[src/rtl/cr_pkg.sv]
// Shared constants for the countdown timer: field select codes, FSM encoding and BCD limits.
// Pure declarations; no latency or backpressure involved.
package cr_pkg;

   localparam logic [1:0] SEL_SEG  = 2'd0;
   localparam logic [1:0] SEL_MIN  = 2'd1;
   localparam logic [1:0] SEL_HORA = 2'd2;
   localparam logic [1:0] SEL_RSVD = 2'd3;

   localparam logic [7:0] HR_MAX_DEF  = 8'h23;
   localparam logic [7:0] MIN_MAX_DEF = 8'h59;
   localparam logic [7:0] SEC_MAX_DEF = 8'h59;

   typedef enum logic [1:0] {
      ST_IDLE = 2'd0,
      ST_RUN  = 2'd1,
      ST_DONE = 2'd2
   } state_t;

   // Two valid BCD digits and no larger than the field limit.
   function automatic logic bcd_ok(input logic [7:0] d, input logic [7:0] max);
      return (d[7:4] <= 4'd9) && (d[3:0] <= 4'd9) && (d <= max);
   endfunction

endpackage

[src/rtl/bcd_dec2.sv]
// Two-digit BCD decrement; 00 wraps to the supplied value and raises borrow.
// Purely combinational, zero latency, no flow control.
module bcd_dec2 (
   input  logic [7:0] val,
   input  logic [7:0] wrap,
   output logic [7:0] res,
   output logic       borrow
);

   always_comb begin
      res    = val;
      borrow = 1'b0;
      if (val == 8'h00) begin
         res    = wrap;
         borrow = 1'b1;
      end else if (val[3:0] == 4'd0) begin
         res = {val[7:4] - 4'd1, 4'd9};
      end else begin
         res = {val[7:4], val[3:0] - 4'd1};
      end
   end

endmodule

[src/rtl/cr_timer_reg.sv]
// hh:mm:ss BCD countdown timer with per-field load, 1 Hz tick and done/ring flags.
// Loads and ticks land on the sampling edge (1 cycle); no backpressure, loads always accepted or flagged.
module cr_timer_reg
   import cr_pkg::*;
#(
   parameter logic [7:0] HR_MAX  = HR_MAX_DEF,
   parameter logic [7:0] MIN_MAX = MIN_MAX_DEF,
   parameter logic [7:0] SEC_MAX = SEC_MAX_DEF
) (
   input  logic       clk,
   input  logic       reset,
   input  logic       tick,
   input  logic       EN,
   input  logic [1:0] sel,
   input  logic [7:0] din,
   input  logic       run,
   output logic [7:0] dato_cr_seg,
   output logic [7:0] dato_cr_min,
   output logic [7:0] dato_cr_hora,
   output logic       done,
   output logic       ring,
   output logic       load_err
);

   state_t     state, state_nxt;
   logic [7:0] seg_nxt, min_nxt, hora_nxt;
   logic [7:0] seg_dec, min_dec, hora_dec;
   logic       seg_brw, min_brw, hora_brw;
   logic       ld_ok, ld_bad, dec_en, time_zero, dec_zero;
   logic       ring_nxt;

   bcd_dec2 u_dec_seg  (.val(dato_cr_seg),  .wrap(SEC_MAX), .res(seg_dec),  .borrow(seg_brw));
   bcd_dec2 u_dec_min  (.val(dato_cr_min),  .wrap(MIN_MAX), .res(min_dec),  .borrow(min_brw));
   bcd_dec2 u_dec_hora (.val(dato_cr_hora), .wrap(HR_MAX),  .res(hora_dec), .borrow(hora_brw));

   always_comb begin
      state_nxt = state;
      seg_nxt   = dato_cr_seg;
      min_nxt   = dato_cr_min;
      hora_nxt  = dato_cr_hora;
      ld_ok     = 1'b0;

      case (sel)
         SEL_SEG:  ld_ok = EN && bcd_ok(din, SEC_MAX);
         SEL_MIN:  ld_ok = EN && bcd_ok(din, MIN_MAX);
         SEL_HORA: ld_ok = EN && bcd_ok(din, HR_MAX);
         default:  ld_ok = 1'b0;
      endcase
      ld_bad    = EN && !ld_ok;
      time_zero = (dato_cr_seg == 8'h00) && (dato_cr_min == 8'h00) && (dato_cr_hora == 8'h00);

      // Any load strobe, good or bad, swallows a coincident tick.
      dec_en = (state == ST_RUN) && tick && !EN && !time_zero;
      if (dec_en) begin
         seg_nxt = seg_dec;
         if (seg_brw) min_nxt = min_dec;
         if (seg_brw && min_brw) hora_nxt = hora_dec;
      end else if (ld_ok) begin
         case (sel)
            SEL_SEG:  seg_nxt  = din;
            SEL_MIN:  min_nxt  = din;
            default:  hora_nxt = din;
         endcase
      end
      dec_zero = dec_en && (seg_nxt == 8'h00) && (min_nxt == 8'h00) && (hora_nxt == 8'h00);

      case (state)
         ST_IDLE: if (run && !time_zero) state_nxt = ST_RUN;
         ST_RUN: begin
            if (!run)          state_nxt = ST_IDLE;
            else if (dec_zero) state_nxt = ST_DONE;
         end
         ST_DONE: if (ld_ok || !run) state_nxt = ST_IDLE;
         default: state_nxt = ST_IDLE;
      endcase

      ring_nxt = (state != ST_DONE) && (state_nxt == ST_DONE);
   end

   always_ff @(posedge clk) begin
      if (reset) begin
         state        <= ST_IDLE;
         dato_cr_seg  <= 8'h00;
         dato_cr_min  <= 8'h00;
         dato_cr_hora <= 8'h00;
         ring         <= 1'b0;
         load_err     <= 1'b0;
      end else begin
         state        <= state_nxt;
         dato_cr_seg  <= seg_nxt;
         dato_cr_min  <= min_nxt;
         dato_cr_hora <= hora_nxt;
         ring         <= ring_nxt;
         load_err     <= ld_bad;
      end
   end

   assign done = (state == ST_DONE);

endmodule

[config.mk]
export PLATFORM = sky130hd
export DESIGN_NAME = cr_timer_reg
export DESIGN_NICKNAME = d
export VERILOG_FILES = /design/src/rtl/cr_pkg.sv /design/src/rtl/bcd_dec2.sv /design/src/rtl/cr_timer_reg.sv
export SDC_FILE = /design/constraint.sdc
export NUM_CORES = 1
export LEC_CHECK = 0
export ABC_AREA = 1
export BUFFER_PORTS_ARGS = -buffer_cell sky130_fd_sc_hd__buf_2
export CAP_MARGIN = 0
export CELL_PAD_IN_SITES_DETAIL_PLACEMENT = 2
export CELL_PAD_IN_SITES_GLOBAL_PLACEMENT = 2
export CORE_MARGIN = 2
export CORE_UTILIZATION = 30
export CTS_CLUSTER_DIAMETER = 200
export DETAILED_ROUTE_END_ITERATION = 8
export PLACE_DENSITY_LB_ADDON = 0.1
export RECOVER_POWER = 25
export SYNTH_ARGS = -nofsm -noshare
export SYNTH_HDL_FRONTEND = slang
export SYNTH_HIERARCHICAL = 1
export SYNTH_SLANG_ARGS = --single-unit
[constraint.sdc]
create_clock -name clk -period 2.6 [get_ports clk]
set_input_delay 0 -clock clk [delete_from_list [all_inputs] [get_ports clk]]
set_output_delay 0 -clock clk [all_outputs]
set_load 0.01 [all_outputs]
==> results_dict.tcl <==
set metrics [dict create \
    status "finished clean" \
    synth_edf_count 0 \
    synth.distinct_cells 33 \
    critPathBufInv 3 \
    setup_tns_ns 0 \
    globalplace.congestion 0.844 \
    ys_top_cells_by_area "nand2_1 (24%), dfxtp_1 (18%), nand3_1 (8.5%), nor2_1 (8.4%), inv_1 (6.7%)" \
    num_rows 36 \
    synth_top_family_by_area "simple AND/OR/NAND/NOR gates" \
    areaGrowthSynthToFinish_pct 15.9 \
    cts_tree "yes" \
    reg2reg_slack_ns 0.22 \
    async_flop_share 0 \
    hp-class "in2reg" \
    drive_gt1_frac 0.154 \
    critPathKind "reg2reg" \
    overflow 0 \
    arrival_ns 2.60 \
    place_area_mm2 0.00347 \
    critPathSlowestCell "dfxtp_1" \
    fp.dieW_um 105 \
    endpoint_kind "register" \
    rr_startpoint "dato_cr_seg[5]$_SDFF_PP0_" \
    synth_top_area_cell "nand2_1" \
    reg2reg_to "ring$_SDFF_PP0_" \
    fill_cells 1336 \
    syn_avg_cell_area_um2 5.60 \
    die_h_um 105 \
    hold_ws_ns 0.0351 \
    required_ns 2.82 \
    ys.flop_type "dfxtp_1" \
    io_pins 42 \
    holdPathEnd "state[0]$_SDFF_PP0_" \
    synth_compound_area_frac 0.113 \
    clockRootBuffer "clkbuf_8" \
    cp_max_fo 12 \
    finalClockSkew_ns 0.00583 \
    path_cells "inv_2, ha_1, nor3b_4, nand2_8, clkinv_8, nand2_1, buf_4, nor2_1, a21oi_1, nand2_2, nand2_1, nor2_1, nand2_1, nor2_1, nand3_1, nand2_1, nand3_1, nor2_1" \
    multi_input_area_mm2 0.00220 \
    antenna_cells 0 \
    path_delay_family "simple AND/OR/NAND/NOR gates" \
    core-area_mm2 0.00986 \
    hold_depth 3 \
    htreeDepth 1 \
    clock_latency_ns 0.28 \
    start_kind "register" \
    drt_iter0_drc 106 \
    synth.most_common_cell "nand2_1" \
    yosys-mux-area-fraction 0.0184 \
    fp.dieArea_mm2 0.0111 \
    synthAdderAreaFrac 0.0245 \
    ys_ff_latch 28 \
    synth_commonest_cells "nand2_1 (195), nor2_1 (69), inv_1 (55)" \
    worstMarginPinSlew_ns 0.585 \
    yosys.area_share.simple 0.522 \
    detailedPlace.worstSlack_ns 0.0622 \
    dp_hpwl_um 9580 \
    clkSlewWorstSetupHoldPaths_ns 0.11 \
    min_period_ns 2.38 \
    syn-cell-area_mm2 0.00307 \
    max_freq_mhz 420 \
    grt_pass1_wl_um 19700 \
    wl_per_cell_um 16.3 \
    drv_cap 0 \
    relSlewSlack 0.610 \
    fin_nets 632 \
    p_leak_uw 0.00186 \
    min_period_over_period 0.916 \
    seq_area_um2 561 \
    ys_seq_area_frac 0.183 \
    ant_nets 0 \
    fin_area_mm2 0.00356 \
    track_usage 0.220 \
    drc 0 \
    postSynthCellCount 548 \
    synth_top_area_frac 0.239 \
    grt_max_degree 27 \
    synthXorXnorAreaFrac 0.00856 \
    postLayoutSetupSlackWorst_ns 0.219 \
    cts_buffers 3 \
    peakVddDrop_v 0.000176 \
    ff2ff_path_depth 18 \
    grt_pass1_vias 3791 \
    setup_viol 0 \
    power_density_mw_per_mm2 380 \
    yosysWarnings 6 \
    slew_violations 0 \
    hold_viol 0 \
    numPortBuffers 41 \
    max_stage_delay_ns 0.36 \
    rsz0062_at_grt "no" \
    routed_via_density 4.85 \
    antenna_found_initial 0 \
    dr.pass1.iters 4 \
    num_vias 3601 \
    min-delay-start "run" \
    cts.sinks 28 \
    floorplan.initialDensity 0.311 \
    wl_um 12100 \
    final_util 0.360 \
    cts_buffer_depth 2 \
]
-- cell families (layout without fill, tap and decap cells) --
logic type	count (synthesis)	count (layout)
buf+inv	82	122
mux	5	5
fa+ha+maj	6	6
flops	28	28
xor+xnor	3	3
simple gates	354	354
other cells	2	24
compound gates	68	68
-- what timing repair did --
| action | 4_1_cts | 5_1_grt |
|---|---|---|
| hold buffers | 1 | 0 |
| gates resized for setup | 0 | 11 |
| setup buffers | 0 | 2 |
| hold endpoints to repair | 1 | 0 |
| setup endpoints to repair | 0 | 3 |
-- power breakdown --
group          internal, uW  switching (uW)  leakage (uW)
sequential              441            21.0      0.000226
combinational           203             392       0.00160
clock                   136             159     0.0000288
-- how the worst max path moves through the flow --
stage                                         start  slack, ns              end  cells past startpoint
after detailed placement  dato_cr_seg[4]$_SDFF_PP0_       0.06  ring$_SDFF_PP0_                     18
after global routing      dato_cr_seg[5]$_SDFF_PP0_      0.002  ring$_SDFF_PP0_                     18
final                     dato_cr_seg[5]$_SDFF_PP0_       0.22  ring$_SDFF_PP0_                     18
after global placement    dato_cr_seg[4]$_SDFF_PP0_       0.16  ring$_SDFF_PP0_                     18
after floorplan           dato_cr_seg[4]$_SDFF_PP0_       0.29  ring$_SDFF_PP0_                     17
after CTS                 dato_cr_seg[5]$_SDFF_PP0_       0.03  ring$_SDFF_PP0_                     18
-- registers in the layout (all words and copies together) (netlist names) --
name / cells
dato_cr_min: 8
dato_cr_hora: 8
ring: 1
dato_cr_seg: 8
state: 2
load_err: 1
-- layer usage --
layer / wire length (um) / track usage
met1: 5910 / 0.298
met4: 133 / 0.0343
met2: 5860 / 0.388
met5: 0 / 0
met3: 186 / 0.0150
-- worst min-delay path: cells and delay by family --
kind / cells / cell delay [ns]
AOI/OAI and AO/OA: 1 / 0.07
buffers and inverters: 1 / 0.11
and+or+nand+nor: 1 / 0.10
-- cells in the final DEF (no fill, tap or decap), types with 2 or more instances in the layout --
cell,n
a21oi_1,32
buf_2,34
buf_4,8
clkbuf_1,11
clkbuf_8,4
conb_1,24
dfxtp_1,28
ha_1,6
inv_1,51
inv_2,5
inv_6,4
mux2_2,5
nand2_1,195
nand2_2,8
nand2_4,4
nand2_8,3
nand3_1,52
nand4_1,7
nor2_1,66
nor2_2,7
nor2_4,3
nor3_1,4
nor3b_4,3
o21ai_0,32
o21ai_1,2
xnor2_1,3
-- per-stage QoR --
step | std cells | total power (uW)
after floorplan | 570 | 891
after CTS | 740 | 1350
final | 743 | 1350
after detailed placement | 735 | 1040
after global placement | 735 | 1020
after global routing | 743 | 1450
-- layout make-up --
cell class                      count  share of cell area
Timing Repair inverter              1             0.00246
Tap cell                          133              0.0468
Timing Repair Buffer               54              0.0792
Sequential cell                    28               0.158
Multi-Input combinational cell    460               0.620
Inverter                           63              0.0785
Clock buffer                        4              0.0155
No activity file was read; power rests on OpenSTA's default activity.
